**src/rtl/exec_control.sv**
```systemverilog
// Run/halt/step controller for the DE1 core: key conditioning, control FSM and executed-cycle counter.
// Optional macro STEP_COUNTER_EN builds the saturating step_count register; without it step_count reads 0.
module exec_control_debounce #(
   parameter int DEBOUNCE_CYCLES = 16
) (
   input  logic CLOCK_50,
   input  logic rst_n,
   input  logic pin_n,
   output logic press
);
   logic [1:0]  sync_q, sync_d;
   logic        deb_q, deb_d;
   logic [15:0] cnt_q, cnt_d;
   logic        press_q, press_d;

   always_comb begin
      sync_d  = {sync_q[0], pin_n};
      deb_d   = deb_q;
      cnt_d   = '0;
      press_d = 1'b0;
      if (sync_q[1] != deb_q) begin
         if (cnt_q == 16'(DEBOUNCE_CYCLES - 1)) begin
            deb_d   = sync_q[1];
            // only a 1->0 change of the accepted level is a press
            press_d = deb_q;
         end else begin
            cnt_d = cnt_q + 16'd1;
         end
      end
   end

   always_ff @(posedge CLOCK_50 or negedge rst_n) begin
      if (!rst_n) begin
         sync_q  <= 2'b11;
         deb_q   <= 1'b1;
         cnt_q   <= '0;
         press_q <= 1'b0;
      end else begin
         sync_q  <= sync_d;
         deb_q   <= deb_d;
         cnt_q   <= cnt_d;
         press_q <= press_d;
      end
   end

   assign press = press_q;
endmodule

module exec_control #(
   parameter int DEBOUNCE_CYCLES = 16,
   parameter int RESET_CYCLES    = 4
) (
   input  logic        CLOCK_50,
   input  logic        rst_n,
   input  logic [3:0]  key_n,
   input  logic        cpu_halt,
   output logic        cpu_en,
   output logic        cpu_reset,
   output logic [1:0]  state,
   output logic [15:0] step_count
);
   typedef enum logic [1:0] {
      S_RESET = 2'b00,
      S_HALT  = 2'b01,
      S_RUN   = 2'b10,
      S_STEP  = 2'b11
   } state_t;

   logic [3:0] press;
   state_t     state_q, state_d;
   logic [7:0] rst_cnt_q, rst_cnt_d;

   genvar k;
   generate
      for (k = 0; k < 4; k++) begin : g_key
         exec_control_debounce #(.DEBOUNCE_CYCLES(DEBOUNCE_CYCLES)) u_db (
            .CLOCK_50 (CLOCK_50),
            .rst_n    (rst_n),
            .pin_n    (key_n[k]),
            .press    (press[k])
         );
      end
   endgenerate

   always_comb begin
      state_d   = state_q;
      rst_cnt_d = rst_cnt_q;
      if (press[1]) begin
         state_d   = S_RESET;
         rst_cnt_d = '0;
      end else begin
         case (state_q)
            S_RESET: begin
               if (rst_cnt_q == 8'(RESET_CYCLES - 1)) state_d = S_HALT;
               else rst_cnt_d = rst_cnt_q + 8'd1;
            end
            S_RUN:   if (cpu_halt || press[3]) state_d = S_HALT;
            S_HALT: begin
               if (!cpu_halt) begin
                  if (press[3])      state_d = S_RUN;
                  else if (press[2]) state_d = S_STEP;
               end
            end
            default: state_d = S_HALT;
         endcase
      end
   end

   always_ff @(posedge CLOCK_50 or negedge rst_n) begin
      if (!rst_n) begin
         state_q   <= S_RESET;
         rst_cnt_q <= '0;
      end else begin
         state_q   <= state_d;
         rst_cnt_q <= rst_cnt_d;
      end
   end

   assign state     = state_q;
   assign cpu_en    = state_q[1];
   assign cpu_reset = (state_q == S_RESET);

`ifdef STEP_COUNTER_EN
   logic [15:0] cnt_q, cnt_d;

   always_comb begin
      cnt_d = cnt_q;
      // clearing takes precedence over a same-edge increment
      if (press[1] || press[0])
         cnt_d = '0;
      else if (cpu_en && cnt_q != 16'hFFFF)
         cnt_d = cnt_q + 16'd1;
   end

   always_ff @(posedge CLOCK_50 or negedge rst_n) begin
      if (!rst_n) cnt_q <= '0;
      else        cnt_q <= cnt_d;
   end

   assign step_count = cnt_q;
`else
   logic unused_clr;
   assign unused_clr = press[0];
   assign step_count = '0;
`endif
endmodule

```
**config.mk**
```make
export PLATFORM = sky130hd
export DESIGN_NAME = exec_control
export DESIGN_NICKNAME = d
export VERILOG_FILES = /design/src/rtl/exec_control.sv
export SDC_FILE = /design/constraint.sdc
export NUM_CORES = 1
export LEC_CHECK = 0
export ABC_AREA = 1
export CORE_MARGIN = 2
export CORE_UTILIZATION = 35
export DETAILED_ROUTE_END_ITERATION = 6
export PLACE_DENSITY_LB_ADDON = 0.3
export SLEW_MARGIN = 0
export SYNTH_ARGS = -nofsm -noshare
export SYNTH_HDL_FRONTEND = slang
export SYNTH_SLANG_ARGS = --single-unit
```
**constraint.sdc**
```tcl
create_clock -name CLOCK_50 -period 3.3 [get_ports CLOCK_50]
set_input_delay 0.33 -clock CLOCK_50 [delete_from_list [all_inputs] [get_ports CLOCK_50]]
set_output_delay 0.33 -clock CLOCK_50 [all_outputs]
set_load 0.005 [all_outputs]
```
==> results.toml <==
[worst_setup_path]
rr_startpoint = "g_key[3].u_db.deb_q"
endpoint = "cpu_reset"
startpoint = "state[1]"
r2r.worst_path.cells = 4
path_class = "register to primary output"
cp_data_arrival_time_ns = 1.45
start_kind = "register"
slowest_stage = "clkdlybuf4s50_1"
cp_data_required_time_ns = 2.97
r2r-end = "g_key[3].u_db.cnt_q[3]"
crit_chain = "nor2_1 -> clkdlybuf4s50_1"
r2r_setup_slack_ns = 1.64
timing.critical_path.slowest_cell_delay_ns = 0.52
end_kind = "primary output"
critical_path.max_fanout = 6

[clock_tree]
post_cts_resized = 0
holdBufCountCts = 0
cts_setup_buffers = 0
numCtsBuffers = 9
insertion_delay_ns = 0.34
path_clk_slew_ns = 0.08
cts_tree = "built"
clk_path_buf_depth = 2
root_buffer = "clkbuf_8"
clock-sinks = 70
htreeDepth = 3

[die]
dieHeight_um = 110.0
die_width_um = 110.0
die_area_um2 = 12100
start_util_pct = 36.13
rows = 38
coreArea_um2 = 10890
pin_count = 27

[sta]
worst_slack_ns = 1.525
finalClockSkew_ns = 0.008611
finalHoldViolations = 0
tightest_slew_ns = 1.103
slew_violations = 0
min_period_ns = 1.775
fmax_mhz = 563.2
fin_setup_tns_ns = 0
relSlewSlack_pct = 25.96
rsz0062_at_grt = "false"
setup_violations = 0
min_period_over_period_pct = 53.80

[place]
gp_congestion = 0.8690
dp_hpwl_um = 5199
place_inst = 676
dp_slack_ns = 1.599
io_buffers = 9

[synth]
synth_area_leader_cell = "dfrtp_1"
yosys_warnings = 0
synth.area.top_cells = "dfrtp_1 (39%), nand2_1 (12%), nor2_1 (11%)"
ys_ff_latch = 70
netlist_instances = 532
netlist.area_leader.share_pct = 38.80
syn-mean-instance-area_um2 = 7.394
synth_area_um2 = 3934
synth_cell_type_count = 25
seq_area_frac_synth_pct = 44.82

[global_routing]
grt_usage_pct = 13.43
grt_max_degree = 71
grt_overflow = 0
grt_pass1_vias = 2950
grt_pass1_wl_um = 12880
antenna_found_initial = 0

[cells_and_area]
drive_gt1_share_pct = 11.78
filler_cell_count = 1108
finalNonFillerCells = 692
syn2layout_area_growth_pct = 10.11
fin_util_pct = 39.78
fin_nets = 558
antenna_cells = 0

[routing]
drc = 0
wl_per_cell_um = 10.48
drt_first_pass_iters = 4
wl_um = 7250
ant_nets = 0
viasPerCell = 4.457
drt_iter0_markers = 114
via_count = 3084

[pwr]
pwr_density_cell_nw_per_um2 = 477.6
p_total_mw = 2.069
ir_worst_vdd_uv = 348.7
leakage_nw = 1.896

[min_path]
hold_path_class = "input port to asynchronous set/reset pin"

[run]
cap_violations = 0

[status]
status = "complete, no violations"
-- report_power, final --
| part | internal (mW) | leakage [nW] | switching [mW] | total, mW |
|---|---|---|---|---|
| clock network | 0.467 | 0.116 | 0.336 | 0.803 |
| logic | 0.120 | 0.851 | 0.171 | 0.291 |
| registers | 0.913 | 0.930 | 0.0623 | 0.975 |
-- critical path, delay by kind of cell, from the launching register on --
family / cells / cell delay [ns]
buffers and inverters: 1 / 0.52
flip-flops: 1 / 0.43
AND/OR/NAND/NOR: 1 / 0.16
-- stage by stage --
step	area, um2	hold slack [ns]
global route	4332	0.2749
detailed placement	4099	0.3478
global placement	4099	0.3474
floorplan	3990	0.03441
finish	4332	0.1730
CTS	4332	0.2211
-- synth_stat cells (all sizes together) --
cell,n
nand3,29
nand3b,3
xor2,10
nand4,12
nor2,127
o21ai,21
a21oi,5
inv,73
dfrtp,61
conb,1
nand2,135
xnor2,10
nor3,10
dfstp,9
buf,21
o21bai,1
ha,4
-- flip-flops by register name (all words and copies together) (netlist names) --
name               flops
g_key.u_db.cnt_q      48
g_key.u_db.deb_q       3
g_key.u_db.press       3
g_key.u_db.sync_q      6
rst_cnt_q              8
state                  2
-- per-layer routing --
| metal | share of wire [%] | GRT usage (%) |
|---|---|---|
| met5 | 0 | 0 |
| met4 | 1.2 | 4.973 |
| met3 | 3.6 | 3.469 |
| met2 | 46 | 21.95 |
| met1 | 49 | 17.07 |
-- cells by family after synthesis --
group                    share of synthesized area [%]
AND/OR/NAND/NOR                                  34.86
buffers and inverters                            11.00
flip-flops                                       44.82
AO/OA/AOI/OAI                                    3.499
XOR/XNOR                                         4.453
adder cells (fa/ha/maj)                          1.272
other                                          0.09533
-- how the worst min path moves through the flow --
stage	to	cells after the start
floorplan	g_key[1].u_db.cnt_q[0]	0
global placement	g_key[1].u_db.sync_q[1]	0
detailed placement	g_key[1].u_db.sync_q[1]	0
CTS	g_key[3].u_db.cnt_q[9]	2
global route	g_key[3].u_db.cnt_q[9]	2
finish	g_key[3].u_db.cnt_q[9]	2
-- placed cells by master (no fill, tap or decap), drive strengths merged --
cell,synthesis,layout
o21bai,1,1
a21oi,5,5
buf,21,2
clkinv,0,2
clkdlybuf4s50,0,8
bufinv,0,2
nand4,12,12
xnor2,10,10
nand3b,3,3
nor2,127,127
o21ai,21,21
nand2,135,135
inv,73,73
clkbuf,0,11
dfstp,9,9
xor2,10,10
nor3,10,10
ha,4,4
nand3,29,29
dfrtp,61,61
conb,1,16
clkinvlp,0,1
-- cell type report --
cell class	count	area, um2	share of cell area (%)
multi-input cells	383	1794	41.42
well taps	140	175.2	4.044
inverters	73	274.0	6.326
clock buffers	11	151.4	3.495
repair buffers	10	92.59	2.137
clock inverters	5	81.33	1.878
flip-flops and latches	70	1763	40.70
(Power assumes the default switching activity.)
